`src/rtl/iris_fpga_fw_metadata_streamer.sv`:
```
// Firmware metadata streamer: emits MAGIC, SEQ, major, minor, patch, then BUILD_ID bytes MSB-first over valid/ready.
// Define IRIS_FPGA_META_CRC_EN to append a CRC-8 (poly 0x07, init 0x00) byte that then carries out_last.
module iris_fpga_fw_metadata_streamer #(
  parameter logic [7:0]  FW_VER_MAJ     = 8'd11,
  parameter logic [7:0]  FW_VER_MIN     = 8'd1,
  parameter logic [7:0]  FW_VER_PATCH   = 8'd0,
  parameter logic [7:0]  MAGIC          = 8'hA5,
  parameter logic [63:0] BUILD_ID       = 64'h0,
  parameter int          BUILD_ID_BYTES = 4
) (
  input  logic       clk,
  input  logic       rst_n,
  input  logic       req,
  input  logic       out_ready,
  output logic [7:0] out_data,
  output logic       out_valid,
  output logic       out_last,
  output logic       busy,
  output logic [7:0] major,
  output logic [7:0] minor,
  output logic [7:0] patch
);

  localparam int         DATA_LEN      = 5 + BUILD_ID_BYTES;
  localparam logic [3:0] LAST_DATA_IDX = 4'(DATA_LEN - 1);

  generate
    if (BUILD_ID_BYTES < 1 || BUILD_ID_BYTES > 8) begin : g_bad_build_id_bytes
      $error("iris_fpga_fw_metadata_streamer: BUILD_ID_BYTES must be in 1..8");
    end
  endgenerate

`ifdef IRIS_FPGA_META_CRC_EN
  typedef enum logic [1:0] {S_IDLE = 2'd0, S_SEND = 2'd1, S_CRC = 2'd2} state_t;
`else
  typedef enum logic [1:0] {S_IDLE = 2'd0, S_SEND = 2'd1} state_t;
`endif

  state_t     r_state;
  state_t     w_state_next;
  logic [3:0] r_idx;
  logic [7:0] r_seq_cnt;
  logic [7:0] r_frame_seq;
  logic [7:0] w_bid [0:7];
  logic [2:0] w_bid_sel;
  logic [7:0] w_frame_byte;
  logic       w_xfer;
  logic       w_last_data;

  assign major = FW_VER_MAJ;
  assign minor = FW_VER_MIN;
  assign patch = FW_VER_PATCH;

  // Build-ID byte table, slot 0 is the most significant used byte.
  generate
    for (genvar gi = 0; gi < 8; gi++) begin : g_bid
      if (gi < BUILD_ID_BYTES) begin : g_used
        assign w_bid[gi] = BUILD_ID[8*(BUILD_ID_BYTES-1-gi) +: 8];
      end else begin : g_unused
        assign w_bid[gi] = 8'h00;
      end
    end
  endgenerate

  assign w_bid_sel   = 3'(r_idx - 4'd5);
  assign w_xfer      = out_valid & out_ready;
  assign w_last_data = (r_state == S_SEND) && (r_idx == LAST_DATA_IDX);

  always_comb begin
    w_frame_byte = 8'h00;
    case (r_idx)
      4'd0:    w_frame_byte = MAGIC;
      4'd1:    w_frame_byte = r_frame_seq;
      4'd2:    w_frame_byte = FW_VER_MAJ;
      4'd3:    w_frame_byte = FW_VER_MIN;
      4'd4:    w_frame_byte = FW_VER_PATCH;
      default: w_frame_byte = w_bid[w_bid_sel];
    endcase
  end

`ifdef IRIS_FPGA_META_CRC_EN
  logic [7:0] r_crc;

  function automatic logic [7:0] crc8_step(input logic [7:0] crc, input logic [7:0] data);
    logic [7:0] c;
    c = crc ^ data;
    for (int i = 0; i < 8; i++) begin
      c = c[7] ? ((c << 1) ^ 8'h07) : (c << 1);
    end
    return c;
  endfunction
`endif

  // State register
  always_ff @(posedge clk or negedge rst_n) begin
    if (!rst_n) begin
      r_state <= S_IDLE;
    end else begin
      r_state <= w_state_next;
    end
  end

  // Next-state logic; req is only looked at in IDLE, so it is ignored for the whole frame.
  always_comb begin
    w_state_next = r_state;
    case (r_state)
      S_IDLE: begin
        if (req) w_state_next = S_SEND;
      end
      S_SEND: begin
        if (w_xfer && w_last_data) begin
`ifdef IRIS_FPGA_META_CRC_EN
          w_state_next = S_CRC;
`else
          w_state_next = S_IDLE;
`endif
        end
      end
`ifdef IRIS_FPGA_META_CRC_EN
      S_CRC: begin
        if (w_xfer) w_state_next = S_IDLE;
      end
`endif
      default: w_state_next = S_IDLE;
    endcase
  end

  // Outputs are decoded from registered state, so they hold during stalls and clear with reset.
  always_comb begin
    out_valid = (r_state != S_IDLE);
    busy      = (r_state != S_IDLE);
    out_last  = 1'b0;
    out_data  = 8'h00;
    case (r_state)
      S_SEND: begin
        out_data = w_frame_byte;
`ifndef IRIS_FPGA_META_CRC_EN
        out_last = w_last_data;
`endif
      end
`ifdef IRIS_FPGA_META_CRC_EN
      S_CRC: begin
        out_data = r_crc;
        out_last = 1'b1;
      end
`endif
      default: begin
        out_data = 8'h00;
        out_last = 1'b0;
      end
    endcase
  end

  // Datapath: byte index, sequence counter and captured SEQ
  always_ff @(posedge clk or negedge rst_n) begin
    if (!rst_n) begin
      r_idx       <= 4'd0;
      r_seq_cnt   <= 8'h00;
      r_frame_seq <= 8'h00;
    end else begin
      case (r_state)
        S_IDLE: begin
          if (req) begin
            r_idx       <= 4'd0;
            r_frame_seq <= r_seq_cnt;
          end
        end
        S_SEND: begin
          if (w_xfer) begin
            if (w_last_data) begin
              r_idx <= 4'd0;
`ifndef IRIS_FPGA_META_CRC_EN
              r_seq_cnt <= r_seq_cnt + 8'd1;
`endif
            end else begin
              r_idx <= r_idx + 4'd1;
            end
          end
        end
`ifdef IRIS_FPGA_META_CRC_EN
        S_CRC: begin
          if (w_xfer) r_seq_cnt <= r_seq_cnt + 8'd1;
        end
`endif
        default: r_idx <= 4'd0;
      endcase
    end
  end

`ifdef IRIS_FPGA_META_CRC_EN
  // Running CRC over every data byte actually transferred in this frame
  always_ff @(posedge clk or negedge rst_n) begin
    if (!rst_n) begin
      r_crc <= 8'h00;
    end else if (r_state == S_IDLE && req) begin
      r_crc <= 8'h00;
    end else if (r_state == S_SEND && w_xfer) begin
      r_crc <= crc8_step(r_crc, w_frame_byte);
    end
  end
`endif

endmodule

```
`config.mk`:
```
export PLATFORM = sky130hd
export DESIGN_NAME = iris_fpga_fw_metadata_streamer
export DESIGN_NICKNAME = d
export VERILOG_FILES = /design/src/rtl/iris_fpga_fw_metadata_streamer.sv
export SDC_FILE = /design/constraint.sdc
export NUM_CORES = 1
export LEC_CHECK = 0
export ABC_AREA = 1
export CORE_AREA = 3 3 52 101
export DETAILED_ROUTE_END_ITERATION = 8
export DIE_AREA = 0 0 55 104
export GPL_ROUTABILITY_DRIVEN = 0
export HOLD_SLACK_MARGIN = 0.1
export PLACE_DENSITY = 0.66
export SYNTH_ARGS = -nofsm -noshare
export SYNTH_HDL_FRONTEND = slang
export SYNTH_SLANG_ARGS = --single-unit
```
`constraint.sdc`:
```
create_clock -name clk -period 1.6 [get_ports clk]
set_clock_uncertainty 0.15 [all_clocks]
set_input_delay 0.24 -clock clk [delete_from_list [all_inputs] [get_ports clk]]
set_output_delay 0.24 -clock clk [all_outputs]
set_load 0.1 [all_outputs]
```
# After elaboration in Yosys (flattened, before gate mapping)
# Memories as Yosys holds them, arrays and structs flattened.
# Cells that the tools add are included.
[totals] mem_bits_ro=64 n_memories=1 reg_bits=22 wordCells=41
[op_classes] n_reduce_logical=9 order_cmp=1 bitwise=2 n_addsub=3 n_mux=12 eq_ne=9
[memory_table] name="(name not given)" words=8 word_bits=8 rd=1 rd_clocked_by_memory_dff=0 write_ports=0 line_no="77" text="default: w_frame_byte = w_bid[w_bid_sel];"
[ops] operator="case mux 8 bit (5 select lines)" n=1
[ops] operator="2-to-1 mux 8 bit" n=3
[ops] operator="2-to-1 mux 4 bit" n=3
[ops] operator="adder 8 x 1 -> 8 bit (second input constant)" n=1
[ops] operator="equality test 4 x 2 -> 1 bit (second input constant)" n=2
[ops] operator="case mux 4 bit (2 select lines)" n=1
[ops] operator="AND reduction 2 bit" n=3
[ops] operator="adder 4 x 1 -> 4 bit (second input constant)" n=1
[ops] operator="equality test 4 x 1 -> 1 bit (second input constant)" n=1
[ops] operator="equality test 4 x 3 -> 1 bit (second input constant)" n=1
[ops] operator="equality test 4 bit (second input constant)" n=1
[ops] operator=">= comparator 4 bit (second input constant)" n=1
[ops] operator="logical NOT 4 bit" n=1
[ops] operator="2-to-1 mux 2 bit" n=2
[ops] operator="inequality test 2 bit (second input constant)" n=2
[ops] operator="NOT 3 -> 4 bit" n=1
[ops] operator="case mux 2 bit (2 select lines)" n=1
[ops] operator="AND reduction 3 bit" n=1
[ops] operator="subtractor 3 bit (second input constant)" n=1
[ops] operator="equality test 2 x 1 -> 1 bit (second input constant)" n=1
[ops] operator="logical AND 1 bit" n=2
[ops] operator="logical NOT 2 bit" n=1
[ops] operator="inequality test 2 x 1 -> 1 bit (second input constant)" n=1
[ops] operator="nonzero test 2 bit" n=1
[ops] operator="other kinds (2)" n=2

# Depth between registers and ports, before layout
# Gate-level depths: netlist (run 1).
[depth] ltp_word=7 depth_mapped=7 mapped_depth_nobuf=7

# Worst setup path before layout (run 1)
# OpenSTA, ideal clock, no wires.
[synth_timing] path_type="reg2out" start="register r_state[0]" end="output port out_data[1]" path_slack_ps=-1526 arrival_ps=2736 t_required_ps=1210 stages_incl_launch_ff=3 path_buffers=0 path_cell_list="dfrtp_1 inv_1 a21oi_1"
[synth_via] elab_chain_cells=2
[synth_rtl] element="from (decl)" line_no="39" text="state_t r_state;"
[synth_rtl] element="from (signal assigned)" line_no="99" text="r_state <= w_state_next;"
[synth_rtl] element="equality test 2 x 1 -> 1 bit" line_no="134" text="case (r_state)"
[synth_rtl] element="2-to-1 mux 8 bit" line_no="134"
[synth_rtl] element="to (decl)" line_no="15" text="output logic [7:0] out_data,"
# No other way between the ends.

# Final worst setup path (run 1)
[layout_timing] start="register r_idx[0]" end="output port out_data[7]"
[layout_via] elab_chain_cells=7
[layout_rtl] element="from (decl)" line_no="41" text="logic [3:0] r_idx;"
[layout_rtl] element="from (signal assigned)" line_no="176" text="r_idx <= r_idx + 4'd1;"
[layout_rtl] element="subtractor 3 bit" line_no="65" text="assign w_bid_sel = 3'(r_idx - 4'd5);"
[layout_rtl] element="NOT 3 -> 4 bit (implied by the code)" line_no="77"
[layout_rtl] element="memory (8 x 8 bit)"
[layout_rtl] element="2-to-1 mux 8 bit (implied by the code) (2 in a row)" line_no="77"
[layout_rtl] element="case mux 8 bit (5 select lines) (*)" line_no="71" text="case (r_idx)"
[layout_rtl] element="2-to-1 mux 8 bit (*)" line_no="134"
# Mark *: on every way between the ends. The rest lies on a longest branch, timed or not. The select of a mux whose other input is x is not followed.

==> flow_summary.yaml, run 1 <==
setup_path:
  ff2ff_path_depth: 10
  r2r-end: "r_seq_cnt[7]"
  cp_max_fo: 6
  reg2reg_from: "r_idx[0]"
  cp_data_arrival_time_ps: 1540
  critPathKind: "flip-flop to output pin"
  crit_required_ps: 1210
  worst_setup_path_end_kind: "output pin"
  cp-start-kind: "flip-flop"
  rrSetupSlack_ps: -150
cts:
  path_clk_slew_ps: 80
  cts.sinks: 21
  cts-root-buf: "clkbuf_8"
  cts_tree: "built"
  cts_max_path_buffers: 2
  cts_made_buffers: 3
  clkLatencyLatePin_ps: 260
  cts_max_level: 1
detailed_routing:
  via_per_inst: 4.287
  routed-via-count: 1089
  drt_iter0_drc: 17
  wirelength_um: 2905
  wire_per_inst_um: 11.44
  first_pass_iters: 4
  drc: 0
  ant_nets: 0
floorplanning:
  rows: 35
  coreArea_um2: 4642
  pin_count: 39
  initial_core_util: 0.2860
  dieArea_um2: 5720
  die_h_um: 104
  die_x_um: 55
synth:
  synth_area_um2: 1328
  syn_inst: 169
  syn_area_per_cell_um2: 7.855
  ys_ff_latch: 21
  synth.yosys.warnings: 0
  yosysSeqAreaShare: 0.3959
  ys_types: 23
global_route:
  grt_pass1_wl_um: 4926
  antenna_found_initial: 0
  grt.overflow.total: 0
  grtUsageMet3: 0.02009
  busiest_layer: "met2"
  grt_pass1_vias: 1089
  grt_util_all_layers: 0.1184
  grt_use_met1: 0.1101
  grt_max_degree: 22
  met2_usage: 0.2102
timing:
  min_period_ps: 1926
  final_hold_viol_count: 0
  max_clock_freq_ghz: 0.5191
  period_share: 1.204
  timing.hold.ws_ps: 167.1
  rsz0062_at_grt: "yes"
  finalMaxSlewViolations: 0
  setup_viol: 18
  finalWorstSetupSlack_ps: -326.3
  fin_tns_setup_ps: -3619
power_and_ir_drop:
  power_density_nw_per_um2: 1975
  p_leak_nw: 0.8339
  ir_drop_mv: 1.133
flow_run:
  maxCapViolCount: 0
status:
  violations: "negative setup slack"
  status: "complete, but fails checks"
hold_path:
  hp-class: "primary input to async pin"
cells_and_area:
  final_util: 0.4040
  syn_to_final_growth_pct: 41.28
  antennaDiodeCount: 0
  final_cell_mix: "nand2_1, conb_1, dfrtp_1"
  drive_gt1_frac: 0.3015
  design_area_um2: 1876
  nets: 209
  layout_commonest_cell: "nand2_1"
  nFillCells: 451
placed_design:
  dp_hpwl_um: 2378
  port_buffers: 14
  dpl_cell_area_um2: 1745
## cells in the mapped netlist
cell type,number,area share
nand3_1,10,0.038
xor2_2,1,0.012
nor2_1,10,0.028
o211ai_1,1,0.0057
nand2_2,1,0.0047
nand3_2,1,0.0075
ha_1,5,0.047
nand2_1,45,0.13
nor3_1,1,0.0038
conb_1,2,0.0057
nand4_2,1,0.0094
inv_1,18,0.051
nor2_4,1,0.0085
xnor2_1,1,0.0066
o22ai_1,2,0.0094
o21ai_0,13,0.049
buf_6,1,0.0085
dfrtp_1,21,0.40
buf_4,25,0.14
xor2_1,2,0.013
a21oi_1,5,0.019
clkbuf_2,1,0.0038
nor2_2,1,0.0047
## cell families (layout without fill, tap and decap cells)
kind of cell               after synthesis  after routing  share of synthesized area
xor gates and xnor gates                 4              4                    0.03205
buffers and inverters                   45             53                     0.2045
adders and majority gates                5              5                    0.04713
other                                    2             24                   0.005657
AOI/OAI and AO/OA                       21             21                    0.08294
and+or+nand+nor                         71             71                     0.2319
DFF                                     21             21                     0.3958
## cell type report
class,instances,area [um2],area share
Clock buffer,3,41.29,0.02201
Clock inverter,1,5.005,0.002668
Inverter,18,71.32,0.03803
Multi-Input combinational cell,125,757.0,0.4036
Sequential cell,21,530.5,0.2829
Tap cell,55,68.82,0.03669
Timing Repair Buffer,31,401.6,0.2141
## repair_timing
action | in CTS | in global routing
hold buffers | 0 | 0
buffers inserted | 4 | 0
pin swaps | 3 | 0
endpoints found under the setup margin | 16 | 21
gates resized for setup | 10 | 4
## metrics by stage
stage	power [W]	std cells	setup slack (ps)
floorplan	0.002490	191	-310.9
global placement	0.003190	246	-73.40
detailed placement	0.003225	246	-106.3
CTS	0.003719	254	-339.6
global route	0.003923	254	-405.9
finish	0.003705	254	-326.3
## metal layers
layer	up-vias	routed length, um
met5	-	0
met4	0	144
met3	11	153
met2	44	1672
met1	497	935
li1	537	-
## report_power, final
part	switching, W	total (W)	internal [W]
logic	0.00164	0.00255	0.000901
clock network	0.000173	0.000346	0.000174
registers	0.000157	0.000814	0.000657
## worst max-delay path: stages (launching register included)
cell and delay (ps):
dfrtp_2 460, inv_2 100, ha_4 170, o211ai_1 90
buf_4 180, nor2_4 100, buf_12 180
## worst max-delay path by stage
| stage | start | end | depth (start not counted) |
|---|---|---|---|
| finish | r_idx[0] | out_data[7] | 6 |
| global route | r_idx[0] | out_data[7] | 6 |
| CTS | r_idx[0] | out_data[7] | 6 |
| detailed placement | r_idx[1] | out_data[0] | 5 |
| global placement | r_idx[1] | out_data[0] | 5 |
| floorplan | r_state[0] | out_data[2] | 2 |
## state kept, by name, summed over array words and instances, names as in the netlist
register	flops
r_frame_seq	8
r_seq_cnt	8
r_idx	4
r_state	1
(Power assumes the default switching activity.)
==> run 2: changes to the inputs <==
--- a/config.mk
+++ b/config.mk
@@ -10,6 +10,7 @@
 export DETAILED_ROUTE_END_ITERATION = 8
 export DIE_AREA = 0 0 55 104
 export GPL_ROUTABILITY_DRIVEN = 0
+export GPL_TIMING_DRIVEN = 1
 export HOLD_SLACK_MARGIN = 0.1
 export PLACE_DENSITY = 0.66
 export SYNTH_ARGS = -nofsm -noshare
==> results of run 2 <==
Same layout as run 1: the final DEF is identical, and so are final timing and power.
==> run 3: changes to the inputs <==
--- a/config.mk
+++ b/config.mk
@@ -6,13 +6,13 @@
 export NUM_CORES = 1
 export LEC_CHECK = 0
 export ABC_AREA = 1
-export CORE_AREA = 3 3 52 101
+export CORE_AREA = 2 2 43 85
 export DETAILED_ROUTE_END_ITERATION = 8
-export DIE_AREA = 0 0 55 104
+export DIE_AREA = 0 0 45 87
 export GPL_ROUTABILITY_DRIVEN = 0
-export GPL_TIMING_DRIVEN = 1
+export GPL_TIMING_DRIVEN = 0
 export HOLD_SLACK_MARGIN = 0.1
-export PLACE_DENSITY = 0.66
+export PLACE_DENSITY = 0.84
 export SYNTH_ARGS = -nofsm -noshare
 export SYNTH_HDL_FRONTEND = slang
 export SYNTH_SLANG_ARGS = --single-unit
==> run 3 against run 2 <==
Compared with the run above: global-route usage grew 4.4 points; largest cell class unchanged; non-clock buffer count grew 23; routed wire length shrank 0.10%; largest power group unchanged; first-iteration DRC count grew 29%; the flow still finishes with violations (negative setup slack); clock power is essentially flat; highest routed layer unchanged; final area grew 5.4%.
==> flow_summary.yaml, run 3 (synthesized netlist as in run 1, its figures left out) <==
status:
  status: "complete, but fails checks"
  violations: "negative setup slack"
setup_path:
  cp-start-kind: "flip-flop"
  ff2ff_path_depth: 8
  cp_max_fo: 6
  cp_data_arrival_time_ps: 1550
  cpPeakStageDelay_ps: 460
  rrSetupSlack_ps: -70
  critPathSlowestCell: "dfrtp_2"
  reg2reg_from: "r_idx[0]"
  cp_cell_sequence: "inv_2 -> ha_4 -> o211ai_1 -> buf_4 -> nor2_4 -> buf_12"
  r2r-end: "r_seq_cnt[7]"
  worst_setup_path_end_kind: "output pin"
  crit_required_ps: 1210
  critPathKind: "flip-flop to output pin"
floorplanning:
  dieArea_um2: 3915
  coreArea_um2: 3303
  die_x_um: 45
  pin_count: 39
  initial_core_util: 0.4019
  die_h_um: 87
  rows: 30
global_route:
  grt_pass1_wl_um: 4795
  grt.overflow.total: 0
  grt_util_all_layers: 0.1621
  grt_pass1_vias: 1119
  grt_max_degree: 22
  antenna_found_initial: 0
hold_path:
  min_to: "r_frame_seq[4]"
  hp-start: "r_frame_seq[4]"
  hp-class: "flip-flop to flip-flop"
  whs_path_depth: 2
timing:
  setup_viol: 18
  min_period_ps: 1937
  tightest_slew_ps: 945.9
  final_hold_viol_count: 0
  relSlewSlack: 0.3674
  rsz0062_at_grt: "yes"
  period_share: 1.211
  finalMaxSlewViolations: 0
  max_clock_freq_ghz: 0.5162
  finalWorstSetupSlack_ps: -337.4
cts:
  cts_made_buffers: 3
  path_clk_slew_ps: 70
  cts-root-buf: "clkbuf_8"
  clkLatencyLatePin_ps: 260
  cts_max_level: 1
  cts_max_path_buffers: 2
  cts_tree: "built"
  postCtsHoldBufs: 0
  cts.sinks: 21
detailed_routing:
  drt_iter0_drc: 22
  drc: 0
  ant_nets: 0
  via_per_inst: 4.591
  first_pass_iters: 4
  wirelength_um: 2902
  routed-via-count: 1166
  wire_per_inst_um: 11.43
power_and_ir_drop:
  power_density_nw_per_um2: 1873
  p_leak_nw: 0.9294
  ir_drop_mv: 0.9996
cells_and_area:
  seqCellArea_um2: 533.0
  final_cell_mix: "nand2_1, buf_4, conb_1"
  reg_top3: "r_frame_seq: 8 flops, r_seq_cnt: 8 flops, r_idx: 4 flops"
  drive_gt1_frac: 0.3784
  nets: 232
  antennaDiodeCount: 0
  layout_commonest_cell: "nand2_1"
  nFillCells: 295
  multiInputGateArea_um2: 757.0
  syn_to_final_growth_pct: 48.92
  design_area_um2: 1977
placed_design:
  dpl_cell_area_um2: 1700
  place_ws_ps: -1107
  dp_hpwl_um: 1931
  port_buffers: 14
flow_run:
  maxCapViolCount: 0
-- run 3: cell type report --
type	count	share of cell area
multi-input cells	125	0.3829
flip-flops and latches	21	0.2696
repair buffers	27	0.1652
plain buffers	27	0.1032
inverters	18	0.03608
clock buffers	4	0.02278
well taps	32	0.02025
-- run 3: what timing repair did --
item	in CTS	in global routing
pin swaps	4	7
gates cloned	0	1
setup endpoints to repair	21	19
buffers inserted	4	8
gates resized for setup	99	12
-- run 3: report_power, final --
part | leakage, nW | total [W] | internal (W) | switching (W)
Sequential | 0.272 | 0.000817 | 0.000660 | 0.000157
Clock | 0.0228 | 0.000348 | 0.000178 | 0.000170
Combinational | 0.635 | 0.00254 | 0.000892 | 0.00165
-- run 3: how the worst max path moves through the flow --
stage               startpoint     endpoint  slack, ps  cells after the start
global route          r_idx[2]  out_data[5]       -430                      5
CTS                   r_idx[0]  out_data[0]       -350                      4
finish                r_idx[0]  out_data[7]       -340                      6
detailed placement    r_idx[0]  out_data[2]      -1110                      5
global placement      r_idx[1]  out_data[2]      -1070                      5
floorplan           r_state[0]  out_data[2]       -310                      2
-- run 3: through the flow --
stage / setup TNS (ps) / power, W / hold slack [ps] / util / std cells
after floorplan: -2143 / 0.002490 / -205.6 / - / 191
after global placement: -9729 / 0.002786 / 302.7 / 0.5148 / 237
after detailed placement: -10150 / 0.002837 / 316.8 / 0.5148 / 237
after CTS: -2755 / 0.003537 / 346.0 / 0.5712 / 245
after global routing: -4529 / 0.003917 / 374.0 / 0.5985 / 254
final: -2987 / 0.003702 / 342.6 / 0.5985 / 254
-- run 3: worst max-delay path: cells and delay by family (launching register included) --
family	cells	cell delay, ps
adders and majority gates	1	160
AOI/OAI and AO/OA	1	100
and+or+nand+nor	1	100
buffers and inverters	3	460
DFF	1	460
-- run 3: per-layer routing --
| metal | up-vias | share of wire | GRT usage | wire length, um |
|---|---|---|---|---|
| met1 | 550 | 0.36 | 0.1822 | 1051 |
| met5 | - | 0 | 0 | 0 |
| met4 | 0 | 0.024 | 0.06952 | 69 |
| met3 | 7 | 0.022 | 0.01867 | 63 |
| met2 | 24 | 0.59 | 0.2909 | 1718 |
| li1 | 585 | - | - | - |
